File: config.mk
export PLATFORM = sky130hd
export DESIGN_NAME = datapath_delay_adj_gen
export DESIGN_NICKNAME = d
export VERILOG_FILES = /design/src/rtl/datapath_delay_adj_gen.sv
export SDC_FILE = /design/constraint.sdc
export NUM_CORES = 1
export LEC_CHECK = 0
export BUFFER_PORTS_ARGS = -buffer_cell sky130_fd_sc_hd__buf_2
export CAP_MARGIN = 40
export CORE_ASPECT_RATIO = 0.5
export CORE_MARGIN = 2
export CORE_UTILIZATION = 55
export DETAILED_ROUTE_END_ITERATION = 8
export GPL_TIMING_DRIVEN = 0
export PLACE_DENSITY = 0.83
export RECOVER_POWER = 50
export SYNTH_ARGS = -nofsm -noshare
export SYNTH_HDL_FRONTEND = slang
export SYNTH_SLANG_ARGS = --single-unit
File: constraint.sdc
create_clock -name clk -period 7.2 [get_ports clk]
set_clock_uncertainty 0.2 [all_clocks]
set_input_delay 1.44 -clock clk [delete_from_list [all_inputs] [get_ports clk]]
set_output_delay 1.44 -clock clk [all_outputs]
set_load 0.05 [all_outputs]
File: src/rtl/datapath_delay_adj_gen.sv
// Read-side frame header generator for the BRAM delay line.
// Follows the incoming frame header, flywheels across missing headers,
// reports lock, and emits o_adjust_hd a programmed delay after each frame start.
module datapath_delay_adj_gen #(
   parameter logic [25:0] FRAM_MAX  = 26'd2457599,
   parameter logic [13:0] DELAY_MAX = 14'd1535,
   parameter int unsigned LOCK_NUM  = 3,
   parameter int unsigned LOSS_NUM  = 3
) (
   input  logic        clk,
   input  logic        rst,
   input  logic        i_fram_hd,
   input  logic [13:0] i_delay,
   input  logic        i_delay_vld,
   output logic        o_adjust_hd,
   output logic        o_lock,
   output logic        o_delay_err,
   output logic [13:0] o_cur_delay
);

   localparam logic [2:0] LOCK_N  = 3'(LOCK_NUM);
   localparam logic [2:0] LOSS_N  = 3'(LOSS_NUM);
   localparam logic [2:0] CNT_SAT = 3'd7;

   // The delay must land inside one frame, otherwise a pulse could be skipped.
   if ({12'd0, DELAY_MAX} >= FRAM_MAX) begin : g_bad_delay_max
      $error("DELAY_MAX must be smaller than FRAM_MAX");
   end

   typedef enum logic [1:0] {IDLE, ACQ, LOCKED} state_t;

   state_t      state, state_nx;
   logic [25:0] fcnt, fcnt_nx;
   logic [2:0]  good_cnt, good_nx;
   logic [2:0]  miss_cnt, miss_nx;
   logic [13:0] pend_delay;
   logic        frame_start;

   // Next-state logic: header classification, flywheel and frame counter.
   always_comb begin
      state_nx    = state;
      fcnt_nx     = fcnt;
      good_nx     = good_cnt;
      miss_nx     = miss_cnt;
      frame_start = 1'b0;
      case (state)
         IDLE: begin
            fcnt_nx = '0;
            if (i_fram_hd) begin
               frame_start = 1'b1;
               good_nx     = 3'd1;
               miss_nx     = '0;
               state_nx    = ACQ;
            end
         end
         default: begin
            if (i_fram_hd) begin
               frame_start = 1'b1;
               fcnt_nx     = '0;
               miss_nx     = '0;
               if (fcnt == FRAM_MAX) begin
                  good_nx = (good_cnt == CNT_SAT) ? good_cnt : good_cnt + 3'd1;
                  if ((state == ACQ) && (good_nx >= LOCK_N)) begin
                     state_nx = LOCKED;
                  end
               end else begin
                  good_nx  = 3'd1;
                  state_nx = ACQ;
               end
            end else if (fcnt == FRAM_MAX) begin
               frame_start = 1'b1;
               fcnt_nx     = '0;
               good_nx     = '0;
               miss_nx     = (miss_cnt == CNT_SAT) ? miss_cnt : miss_cnt + 3'd1;
               if (miss_nx >= LOSS_N) begin
                  state_nx = IDLE;
               end
            end else begin
               fcnt_nx = fcnt + 26'd1;
            end
         end
      endcase
   end

   // State, counters, lock flag and the registered output pulse.
   always_ff @(posedge clk or posedge rst) begin
      if (rst) begin
         state       <= IDLE;
         fcnt        <= '0;
         good_cnt    <= '0;
         miss_cnt    <= '0;
         o_lock      <= 1'b0;
         o_adjust_hd <= 1'b0;
      end else begin
         state       <= state_nx;
         fcnt        <= fcnt_nx;
         good_cnt    <= good_nx;
         miss_cnt    <= miss_nx;
         o_lock      <= (state_nx == LOCKED);
         o_adjust_hd <= (state != IDLE) && (fcnt == {12'd0, o_cur_delay});
      end
   end

   // Delay write with clamping, applied only at frame starts.
   always_ff @(posedge clk or posedge rst) begin
      if (rst) begin
         pend_delay  <= '0;
         o_delay_err <= 1'b0;
         o_cur_delay <= '0;
      end else begin
         if (i_delay_vld) begin
            if (i_delay > DELAY_MAX) begin
               pend_delay  <= DELAY_MAX;
               o_delay_err <= 1'b1;
            end else begin
               pend_delay  <= i_delay;
               o_delay_err <= 1'b0;
            end
         end
         if (frame_start) begin
            o_cur_delay <= pend_delay;
         end
      end
   end

endmodule

# Yosys cells after proc, flatten, opt, wreduce, memory -nomap -nowiden
# Cells that the tools add are included.
# op_classes
addsub	3
magnitude_cmp	3
n_eq_ne	7
mux	27
reduce_logical	6
# op_table
cell	n
$mux W26	3
$mux W3	11
$add A26 B1 Y26 const B	1
$eq A26 B14 Y1	1
$eq A26 B22 Y1 const B	1
$gt A14 B11 Y1 const B	1
$mux W14	1
$mux W2	7
$add A3 B1 Y3 const B	2
$eq A3 B3 Y1 const B	2
$ge A3 B2 Y1 const B	2
$mux W1	5
$reduce_bool A2 Y1	2
$eq A2 B1 Y1 const B	1
$eq A2 B2 Y1 const B	1
$logic_and A1 B1 Y1	2
$logic_not A2 Y1	1
$ne A2 B2 Y1 const B	1
$reduce_and A2 Y1	1
# word_totals
reg_bits	65
input_bits	18
out_inout_bits	17
word_cells	55

# Longest topological paths before layout
# depth
depth_word	9
depth_mapped	7
ltp_nobuf	5

# Least setup slack after synthesis
# Ideal clock, no wire load.
# synth_path
path_kind	input to register
startpoint	input port i_fram_hd
endpoint	register fcnt[10]
setup_time_ps	121
arrival_ps	2612
required_time_ps	6879
path_slack_ps	4267
path_stages	6
n_path_buf	2
path_cell_list	clkbuf_1 > clkinv_1 > o21ai_0 > o21bai_1 > buf_2 > nor2_1
# synth_between
elab_chain_cells	2
# synth_lines
item	line	rtl
start: declaration	12	input logic i_fram_hd,
$mux W26	57	if (i_fram_hd) begin
$mux W26	46	case (state)
net fcnt_nx[10]	33	logic [25:0] fcnt, fcnt_nx;
end signal: assignment	96	fcnt <= fcnt_nx;
end: declaration	33	
# The timed path passes the listed nets, and every way through them passes these cells.
# A chain may end at the register's enable or synchronous reset.

==> flow_summary.ini <==
[sta]
finalCriticalPeriod_ns = 4.11
finalMaxSlewViolations = 0
fmax_mhz = 243
worst_pin_slew_ns = 1.41
rsz0062_at_grt = false
setup_tns_ns = 0
period_share_pct = 57.1
hold_violations = 0
finalSetupViolCount = 0
slew_headroom_pct = 6.13

[finish]
final_area_um2 = 3800
diodes = 0
nets = 364
fillers = 381
drive_above_1_share_pct = 21.3
synthToLayoutAreaGrowth_pct = 17.8

[cts]
clockBufferDepth = 2
clk_pin_slew_ns = 0.05
ctsHoldBuffers = 0
cts_sinks = 65
root_buffer = clkbuf_16
clkLatencyLatePin_ns = 0.33
cts_tree = built
postCtsSetupRepairBufs = 0
cts_buffers = 9
htree_levels = 3
cts.repair.resized = 0

[worst_setup_path]
crit_slowest_cell = clkbuf_1
ff2ff_path_depth = 7
timing_worst_setup_path_type = input port to asynchronous set/reset pin
crit_cells = 4
cp.required_ns = 7.21
cp-end-kind = asynchronous set/reset pin
cp_cell_sequence = buf_2 > inv_1 > clkbuf_1 > clkbuf_1
cpLargestDelayFamily = buffers and inverters
startpoint_type = input port
startpoint = rst
worst-path-buf-inv = 4
r2r_start = fcnt[0]$_DFF_PP0_
reg2reg_setup_slack_ns = 4.20
r2r_end = fcnt[11]$_DFF_PP0_
cpMostUsedCell = clkbuf_1
cp.arrival_ns = 4.12
slowest_delay_ns = 1.09
path_max_fanout = 27

[synth]
synthCells = 297
async_flop_share_pct = 100
yosys.area_share.xor_xnor_pct = 7.33
synthMuxAreaShare_pct = 10.4
synth_cell_types = 46
synth_edf_count = 0
synth_fa_ha_area_share_pct = 1.16
synthFlopType = dfrtp_1
synth_fp_nets = 318
synth_warnings = 0
synthSimpleGateAreaFrac_pct = 17.8
ys_ff_latch = 65
synth_top_family_by_area = simple AND/OR/NAND/NOR gates
seq_area_frac_synth_pct = 50.4
synth_compound_area_share_pct = 9.65
synth.cell_area_um2 = 3230
avgSynthCellArea_um2 = 10.9

[global_route]
grt-ovfl-total = 0
grt_pass1_wl_um = 11900
grt_antenna_before_repair = 0
first_global_vias = 2457
gr-usage-all-layers_pct = 23.0
grt_max_degree = 28

[route]
first_pass_iters = 4
wire_per_inst_um = 16.6
initialDrtViolationCount = 165
drt-vias-per-instance = 6.01
drc = 0
dr_total_vias = 2529
routed_wl_um = 7000
ant_nets = 0

[min_path]
hold_depth = 2
min_path_type = flop to flop
min-delay-start = pend_delay[0]$_DFFE_PP0P_
worstHoldEndpoint = pend_delay[0]$_DFFE_PP0P_

[flow_run]
cap_violations = 0

[place]
hpwl_um = 4700
place_area_um2 = 3540
gp_congestion = 0.809
portBuffers = 32

[die]
num_rows = 19
initial_utilization_pct = 58.0
die_w_um = 112
ioPinCount = 35
die_h_um = 58.2
core_area_um2 = 5560
die_area_um2 = 6530

[power_and_ir_drop]
powerDensity_nw_per_um2 = 240
ir_worst_vdd_mv = 0.195
p_leak_nw = 1.67

[outcome]
outcome = complete, no violations
## worst max-delay path by stage
| stage | endpoint | slack [ns] |
|---|---|---|
| 6_report | fcnt[20]$_DFF_PP0_ | 3.09 |
| 4_1_cts | fcnt[11]$_DFF_PP0_ | 4.09 |
| 2_1_floorplan | fcnt[0]$_DFF_PP0_ | 3.93 |
| 5_1_grt | fcnt[20]$_DFF_PP0_ | 2.49 |
| 3_3_place_gp | pend_delay[0]$_DFFE_PP0P_ | 3.28 |
| 3_5_place_dp | fcnt[11]$_DFF_PP0_ | 3.77 |
## report_power, final
part,switching (mW),total (mW),internal (mW)
Combinational,0.0539,0.0816,0.0277
Clock,0.151,0.439,0.289
Sequential,0.0118,0.390,0.378
Total,0.216,0.911,0.695
## metrics by stage
stage                     hold slack, ns  instances  power (mW)  setup WS (ns)  utilization (%)
final                              0.297        421       0.911           3.09             68.3
after global routing               0.328        421       0.937           2.49             68.3
after CTS                          0.303        421       0.920           4.09             69.2
after detailed placement           0.286        405       0.480           3.77             63.6
after global placement             0.279        402       0.474           3.28             62.5
after floorplan                    0.260        297       0.455           3.93                -
## cell usage after synthesis (all sizes together) (4+ instances only)
library cell | number | area, um2
or3 | 8 | 50.1
and4 | 5 | 43.8
buf | 6 | 48.8
nand4 | 8 | 56.3
o21ai | 14 | 70.1
clkbuf | 6 | 22.5
nor2b | 6 | 37.5
nor4 | 6 | 37.5
or4 | 7 | 56.3
xnor2 | 7 | 61.3
xor2 | 20 | 175
dfrtp | 65 | 1630
mux2 | 15 | 206
inv | 8 | 30.0
nor3 | 4 | 25.0
a21oi | 14 | 70.1
nor2 | 20 | 75.1
o31ai | 7 | 52.6
mux2i | 13 | 130
nand3 | 9 | 50.1
nand2 | 25 | 93.8
## registers in the layout (all words and copies together), names as in the netlist
signal and cells:
fcnt 26, good_cnt 3, miss_cnt 3, o_adjust_hd 1, o_cur_delay 14, o_delay_err 1
o_lock 1, pend_delay 14, state 2
## layer usage
metal | wire length, um | vias up | global-route usage (%)
li1 | - | 1169 | -
met1 | 3120 | 1265 | 29.5
met2 | 3460 | 80 | 38.5
met3 | 340 | 15 | 6.90
met4 | 87 | 0 | 7.49
met5 | 0 | - | 0
## tightest hold or removal path, stage by stage (launching register included)
cell,delay [ns]
dfrtp_1,0.34
mux2i_1,0.07
nand2_1,0.06
## cell usage in the layout (no fill, tap or decap), types with 2 or more instances in the layout
| cell | n |
|---|---|
| or4b_1 | 2 |
| clkbuf_1 | 9 |
| nor2b_1 | 6 |
| nor4_1 | 6 |
| buf_6 | 3 |
| nand2_1 | 25 |
| inv_1 | 8 |
| and4_1 | 5 |
| xor2_1 | 20 |
| mux2i_1 | 13 |
| o31ai_1 | 7 |
| dfrtp_1 | 65 |
| ha_1 | 3 |
| clkbuf_8 | 6 |
| o21bai_1 | 2 |
| xnor2_1 | 7 |
| o21ai_0 | 14 |
| o21a_1 | 2 |
| a21oi_1 | 14 |
| nand4_1 | 7 |
| mux2_4 | 10 |
| nor3_1 | 3 |
| nor2_1 | 20 |
| or3_1 | 8 |
| nand3_1 | 9 |
| buf_2 | 34 |
| or4_1 | 6 |
| mux2_2 | 5 |
| clkbuf_16 | 9 |
## cell families (layout without fill, tap and decap cells)
family,Yosys count,after routing
flops,65,65
compound gates,49,49
simple gates,104,104
fa+ha+maj,3,3
buf+inv,21,72
xor+xnor,27,27
mux,28,28
## cell type report
type                    instances  area (um2)  share of cell area, %
plain buffers                  12        71.3                   1.88
clock buffers                  15         308                   8.10
clock inverters                 1        5.00                  0.132
inverters                       9        33.8                  0.889
multi-input cells             211        1490                   39.2
flip-flops and latches         65        1630                   42.8
well taps                      73        91.3                   2.40
repair buffers                 35         176                   4.64
Note: power is estimated with default switching activity, not from simulation.
